### config.mk
export PLATFORM = sky130hd
export DESIGN_NAME = sliding_window_gen
export DESIGN_NICKNAME = d
export VERILOG_FILES = /design/src/rtl/sliding_window_gen.sv
export SDC_FILE = /design/constraint.sdc
export NUM_CORES = 2
export LEC_CHECK = 0
export CELL_PAD_IN_SITES_DETAIL_PLACEMENT = 1
export CELL_PAD_IN_SITES_GLOBAL_PLACEMENT = 1
export CORE_MARGIN = 5
export CORE_UTILIZATION = 50
export CTS_CLUSTER_DIAMETER = 120
export DETAILED_ROUTE_END_ITERATION = 12
export MAX_ROUTING_LAYER = met4
export PLACE_DENSITY = 0.83
export SYNTH_ARGS = -nofsm -noshare
export SYNTH_HDL_FRONTEND = slang
export SYNTH_SLANG_ARGS = --single-unit
### constraint.sdc
create_clock -name clk_i -period 10.1 [get_ports clk_i]
set_input_delay 1.515 -clock clk_i [delete_from_list [all_inputs] [get_ports clk_i]]
set_output_delay 1.515 -clock clk_i [all_outputs]
set_load 0.05 [all_outputs]
### src/rtl/sliding_window_gen.sv
// sliding_window_gen: streams raster pixels through K-1 line buffers into a KxK register window, emitting strided windows with coordinates and an end-of-frame pulse
module sliding_window_gen #(
  parameter int PIXEL_W = 9,
  parameter int IMG_W   = 28,
  parameter int IMG_H   = 28,
  parameter int K       = 9,
  parameter int STRIDE  = 1,
  parameter int XW      = $clog2(IMG_W),
  parameter int YW      = $clog2(IMG_H)
) (
  input  logic                     clk_i,
  input  logic                     rst_ni,
  input  logic                     pixel_valid_i,
  input  logic                     frame_start_i,
  input  logic [PIXEL_W-1:0]       pixel_in_i,
  output logic [K*K*PIXEL_W-1:0]   window_out_o,
  output logic                     window_valid_o,
  output logic [XW-1:0]            window_x_o,
  output logic [YW-1:0]            window_y_o,
  output logic                     frame_done_o
);
  localparam logic [0:0] IDLE = 1'b0;
  localparam logic [0:0] RUN  = 1'b1;
  logic [0:0] state_q, state_d;
  logic [XW-1:0] col_q, col_d, xph_q, xph_d, wx_q, wx_d, cur_col, cur_xph, cur_wx;
  logic [YW-1:0] row_q, row_d, yph_q, yph_d, wy_q, wy_d, cur_row, cur_yph, cur_wy;
  logic acc, col_end, row_end, last, col_ok, row_ok, x_hit, y_hit, gate;
  logic [PIXEL_W-1:0] lb_q [K-1][IMG_W];
  logic [PIXEL_W-1:0] col0 [K];
  logic [PIXEL_W-1:0] win_q [K][K];
  logic [PIXEL_W-1:0] win_d [K][K];
  logic [K*K*PIXEL_W-1:0] win_flat, wout_q;
  logic wv_q, fd_q;
  logic [XW-1:0] wxo_q;
  logic [YW-1:0] wyo_q;
  assign acc     = pixel_valid_i & (frame_start_i | state_q == RUN);
  assign cur_col = frame_start_i ? '0 : col_q;
  assign cur_row = frame_start_i ? '0 : row_q;
  assign cur_xph = frame_start_i ? '0 : xph_q;
  assign cur_yph = frame_start_i ? '0 : yph_q;
  assign cur_wx  = frame_start_i ? '0 : wx_q;
  assign cur_wy  = frame_start_i ? '0 : wy_q;
  assign col_end = cur_col == XW'(IMG_W - 1);
  assign row_end = cur_row == YW'(IMG_H - 1);
  assign last    = col_end & row_end;
  assign col_ok  = cur_col >= XW'(K - 1);
  assign row_ok  = cur_row >= YW'(K - 1);
  assign x_hit   = col_ok & (cur_xph == XW'(STRIDE - 1));
  assign y_hit   = row_ok & (cur_yph == YW'(STRIDE - 1));
  assign gate    = acc & col_ok & row_ok & (cur_xph == '0) & (cur_yph == '0);
  // Phase counters start at zero on the first column/row that can hold a full window
  always_comb begin
    state_d = acc ? (last ? IDLE : RUN) : state_q;
    col_d   = acc ? (col_end ? '0 : cur_col + 1'b1) : col_q;
    xph_d   = acc ? ((col_end | ~col_ok | x_hit) ? '0 : cur_xph + 1'b1) : xph_q;
    wx_d    = acc ? (col_end ? '0 : x_hit ? cur_wx + 1'b1 : cur_wx) : wx_q;
    row_d   = acc ? (col_end ? (row_end ? '0 : cur_row + 1'b1) : cur_row) : row_q;
    yph_d   = acc ? (!col_end ? cur_yph : (row_end | ~row_ok | y_hit) ? '0 : cur_yph + 1'b1) : yph_q;
    wy_d    = acc ? (!col_end ? cur_wy : row_end ? '0 : y_hit ? cur_wy + 1'b1 : cur_wy) : wy_q;
  end
  // Column 0 is the newest column: current pixel on top of the K-1 rows above it
  always_comb begin
    col0[0] = pixel_in_i;
    for (int n = 1; n < K; n++) col0[n] = lb_q[n-1][cur_col];
    for (int n = 0; n < K; n++) win_d[0][n] = acc ? col0[n] : win_q[0][n];
    for (int m = 1; m < K; m++)
      for (int n = 0; n < K; n++) win_d[m][n] = acc ? win_q[m-1][n] : win_q[m][n];
    win_flat = '0;
    for (int m = 0; m < K; m++)
      for (int n = 0; n < K; n++) win_flat[(n*K+m)*PIXEL_W +: PIXEL_W] = win_d[m][n];
  end
  // Line buffers are indexed by column so a restarted frame realigns immediately
  always_ff @(posedge clk_i)
    if (acc) begin
      lb_q[0][cur_col] <= pixel_in_i;
      for (int i = 1; i < K-1; i++) lb_q[i][cur_col] <= lb_q[i-1][cur_col];
    end
  always_ff @(posedge clk_i or negedge rst_ni)
    if (!rst_ni) begin
      state_q <= IDLE;
      col_q   <= '0;
      row_q   <= '0;
      xph_q   <= '0;
      yph_q   <= '0;
      wx_q    <= '0;
      wy_q    <= '0;
      for (int m = 0; m < K; m++)
        for (int n = 0; n < K; n++) win_q[m][n] <= '0;
      wout_q  <= '0;
      wv_q    <= 1'b0;
      wxo_q   <= '0;
      wyo_q   <= '0;
      fd_q    <= 1'b0;
    end else begin
      state_q <= state_d;
      col_q   <= col_d;
      row_q   <= row_d;
      xph_q   <= xph_d;
      yph_q   <= yph_d;
      wx_q    <= wx_d;
      wy_q    <= wy_d;
      win_q   <= win_d;
      wv_q    <= gate;
      fd_q    <= acc & last;
      if (gate) begin
        wout_q <= win_flat;
        wxo_q  <= cur_wx;
        wyo_q  <= cur_wy;
      end
    end
  assign window_out_o   = wout_q;
  assign window_valid_o = wv_q;
  assign window_x_o     = wxo_q;
  assign window_y_o     = wyo_q;
  assign frame_done_o   = fd_q;
endmodule

==> flow_summary.json <==
{
  "status": "finished clean",
  "vias": 87700,
  "final_hold_viol_count": 0,
  "endpoint_kind": "flip-flop",
  "fin_nets": 9938,
  "yosysTopAreaCellShare_pct": 44.7,
  "fp.dieArea_um2": 282000,
  "vias_per_cell": 6.36,
  "synthDistinctLibCells": 80,
  "die_w_um": 531,
  "crit_buf_inv": 5,
  "fp.coreArea_um2": 270000,
  "worst_pin_slew_ns": 1.37,
  "async_flop_share_pct": 42.7,
  "post_cts_resized": 0,
  "finalSetupTns_ns": 0,
  "synth-edff-count": 2016,
  "dr.pass1.iters": 6,
  "period_share_pct": 57.2,
  "fin_util_pct": 58.6,
  "p_sw_mw": 11.2,
  "p_int_mw": 26.6,
  "cts.sinks": 3517,
  "fp-row-count": 191,
  "grt_pass1_wl_um": 676000,
  "cts_max_level": 5,
  "hold_buffers": 0,
  "antenna_found_initial": 15,
  "combinationalPowerShare_pct": 16.1,
  "vdd_drop_max_mv": 0.198,
  "maxCapViolations": 0,
  "path_cells": "buf_4 > buf_4 > o21bai_4 > buf_12 > buf_4 > or2b_1 > o2111ai_1 > a32oi_2 > buf_4 > mux2_2",
  "max_stage_delay_ns": 1.00,
  "gp_congestion": 0.866,
  "pin_count": 754,
  "critical_path_depth": 10,
  "hpwl_um": 265000,
  "synth.area.top_cells": "edfxtp_1 45%, dfrtp_1 28%, nand2_1 6.2%, mux2_1 5.5%, mux2i_1 4.7%",
  "cts_buffer_depth": 4,
  "syn-cell-area_um2": 136000,
  "timing.fmax_mhz": 173,
  "synth.most_common_cell": "nand2_1",
  "slew_headroom_pct": 8.50,
  "min_path_type": "reg -> reg",
  "synth_ff_type": "edfxtp_1",
  "avgSynthCellArea_um2": 14.8,
  "slew_viol_final": 0,
  "setup_viol": 0,
  "ys_ff_latch": 3517,
  "drc": 0,
  "grt_max_degree": 198,
  "clkPwrFrac_pct": 35.6,
  "drive_above_1_share_pct": 9.73,
  "cts_tree": "done",
  "yosysTopAreaCell": "edfxtp_1",
  "clk_transition_reported_paths_ns": 0.06,
  "regArea_um2": 98100,
  "arrival_ns": 6.63,
  "groute.usage.overall_pct": 33.6,
  "period_minus_slack_ns": 5.78,
  "fill_cells": 24900,
  "worst-path-max-fanout": 115,
  "die_h_um": 531,
  "clk_latency_ns": 0.92,
  "power_density_nw_per_um2": 239,
  "port-buffer-count": 753,
  "start_kind": "flip-flop",
  "cp_data_required_time_ns": 10.96,
  "critPathKind": "reg -> reg",
  "postCtsSetupBuffers": 0,
  "grt.overflow.total": 0,
  "start_util_pct": 50.1,
  "wirelength_um": 469000,
  "critPathMostFrequentCell": "buf_4",
  "rsz0062_at_grt": "false",
  "synth.yosys.seq_area_share_pct": 72.4,
  "reg2regPathDepth": 10,
  "drt_iter0_drc": 10600,
  "grt_pass1_vias": 94600,
  "multi_input_area_um2": 34900,
  "cts_buffers": 354,
  "yosysWarnings": 0,
  "p_leak_nw": 65.2,
  "syn2layout_area_growth_pct": 16.8,
  "wl_per_cell_um": 34.0,
  "ant_nets": 0,
  "syn_inst": 9185,
  "synth.top_cells.by_count": "2,249 x nand2_1, 2,016 x edfxtp_1, 1,501 x dfrtp_1",
  "syn-num-nets": 9209,
  "cp_top_family": "buffers and inverters",
  "slowest_stage": "buf_4",
  "netSwitchingFraction_pct": 29.6,
  "clockRootBuffer": "clkbuf_16",
  "fin_skew_ns": 0.0895,
  "seqPwrFrac_pct": 48.3,
  "min_path_cells": 2
}
==> worst reg2reg max path, delay by kind of cell, from the launching register on <==
kind | cells | cell delay [ns]
buf+inv | 5 | 3.40
compound gates | 3 | 1.45
flops | 1 | 0.43
simple gates | 1 | 0.24
mux | 1 | 0.24
==> power groups by stage <==
stage / clock network, mW / registers [mW] / logic [mW]
floorplan: 0 / 18.1 / 3.27
global placement: 0 / 18.3 / 5.25
detailed placement: 0 / 18.4 / 5.67
CTS: 13.5 / 18.2 / 5.92
global route: 14.2 / 18.3 / 6.33
finish: 13.5 / 18.2 / 6.08
==> logic make-up after synthesis <==
logic type                 count (synthesis)  synth area share [%]
AOI/OAI and AO/OA                       1005                  5.62
xor gates and xnor gates                   2                0.0129
adders and majority gates                 11                 0.102
buffers and inverters                    580                  2.37
DFF                                     3517                  72.4
muxes                                   1467                  11.7
and+or+nand+nor                         2603                  7.87
==> placed cells by master, fill, tap and decap left out, types with 103 or more instances in the layout <==
master	instances
nand2_1	2248
edfxtp_1	2016
dfrtp_1	1499
clkdlybuf4s50_1	751
mux2_1	665
mux2i_1	641
clkbuf_16	360
a22oi_1	177
buf_4	168
mux2_2	154
o211ai_1	111
o22ai_1	103
==> metal layers <==
metal	global-route usage, %	vias up	wire length (um)
met5	-	-	0
met4	19.2	0	34000
met3	7.40	1653	46600
met2	53.4	5705	225000
met1	39.9	45400	163000
li1	-	34900	-
==> area by class of cell <==
type                       count  share of cell area, %
timing repair buffer         936                   5.76
inverter                      17                 0.0514
sequential                  3517                   62.0
multi-input combinational   5088                   22.0
clock buffer                 502                   6.34
clock inverter               142                  0.990
tap                         3570                   2.82
antenna                       15                 0.0237
==> per-stage QoR <==
stage	std cells	worst slack, ns	hold WS (ns)	area (um^2)	power (mW)
global route	13800	4.33	0.496	158000	38.8
detailed placement	13100	3.85	0.459	147000	24.1
global placement	13100	4.03	0.451	147000	23.6
floorplan	9185	2.87	0.436	136000	21.4
CTS	13800	4.49	0.477	158000	37.7
finish	13800	4.32	0.474	158000	37.8
==> state kept, by name (all words and copies together), names as in the netlist <==
name / count
window_y_o: 5
wy_q: 5
win_q: 729
xph_q: 5
row_q: 5
window_out_o: 729
yph_q: 5
lb_q: 2016
col_q: 5
window_x_o: 5
state_q: 1
window_valid_o: 1
wx_q: 5
frame_done_o: 1
==> worst paths after layout <==
| path | from | end | slack, ns |
|---|---|---|---|
| max in group asynchronous | rst_ni | window_out_o[5] | 6.89 |
| worst min-delay path | win_q[8] | win_q[8] | 0.47 |
| worst max-delay path | col_q[1] | window_out_o[85] | 4.32 |
| min in group asynchronous | rst_ni | window_out_o[716] | 0.48 |
| worst max register to register | col_q[1] | window_out_o[85] | 4.32 |
| worst min register to register | win_q[8] | win_q[8] | 0.47 |
No activity file was read; power rests on OpenSTA's default activity.
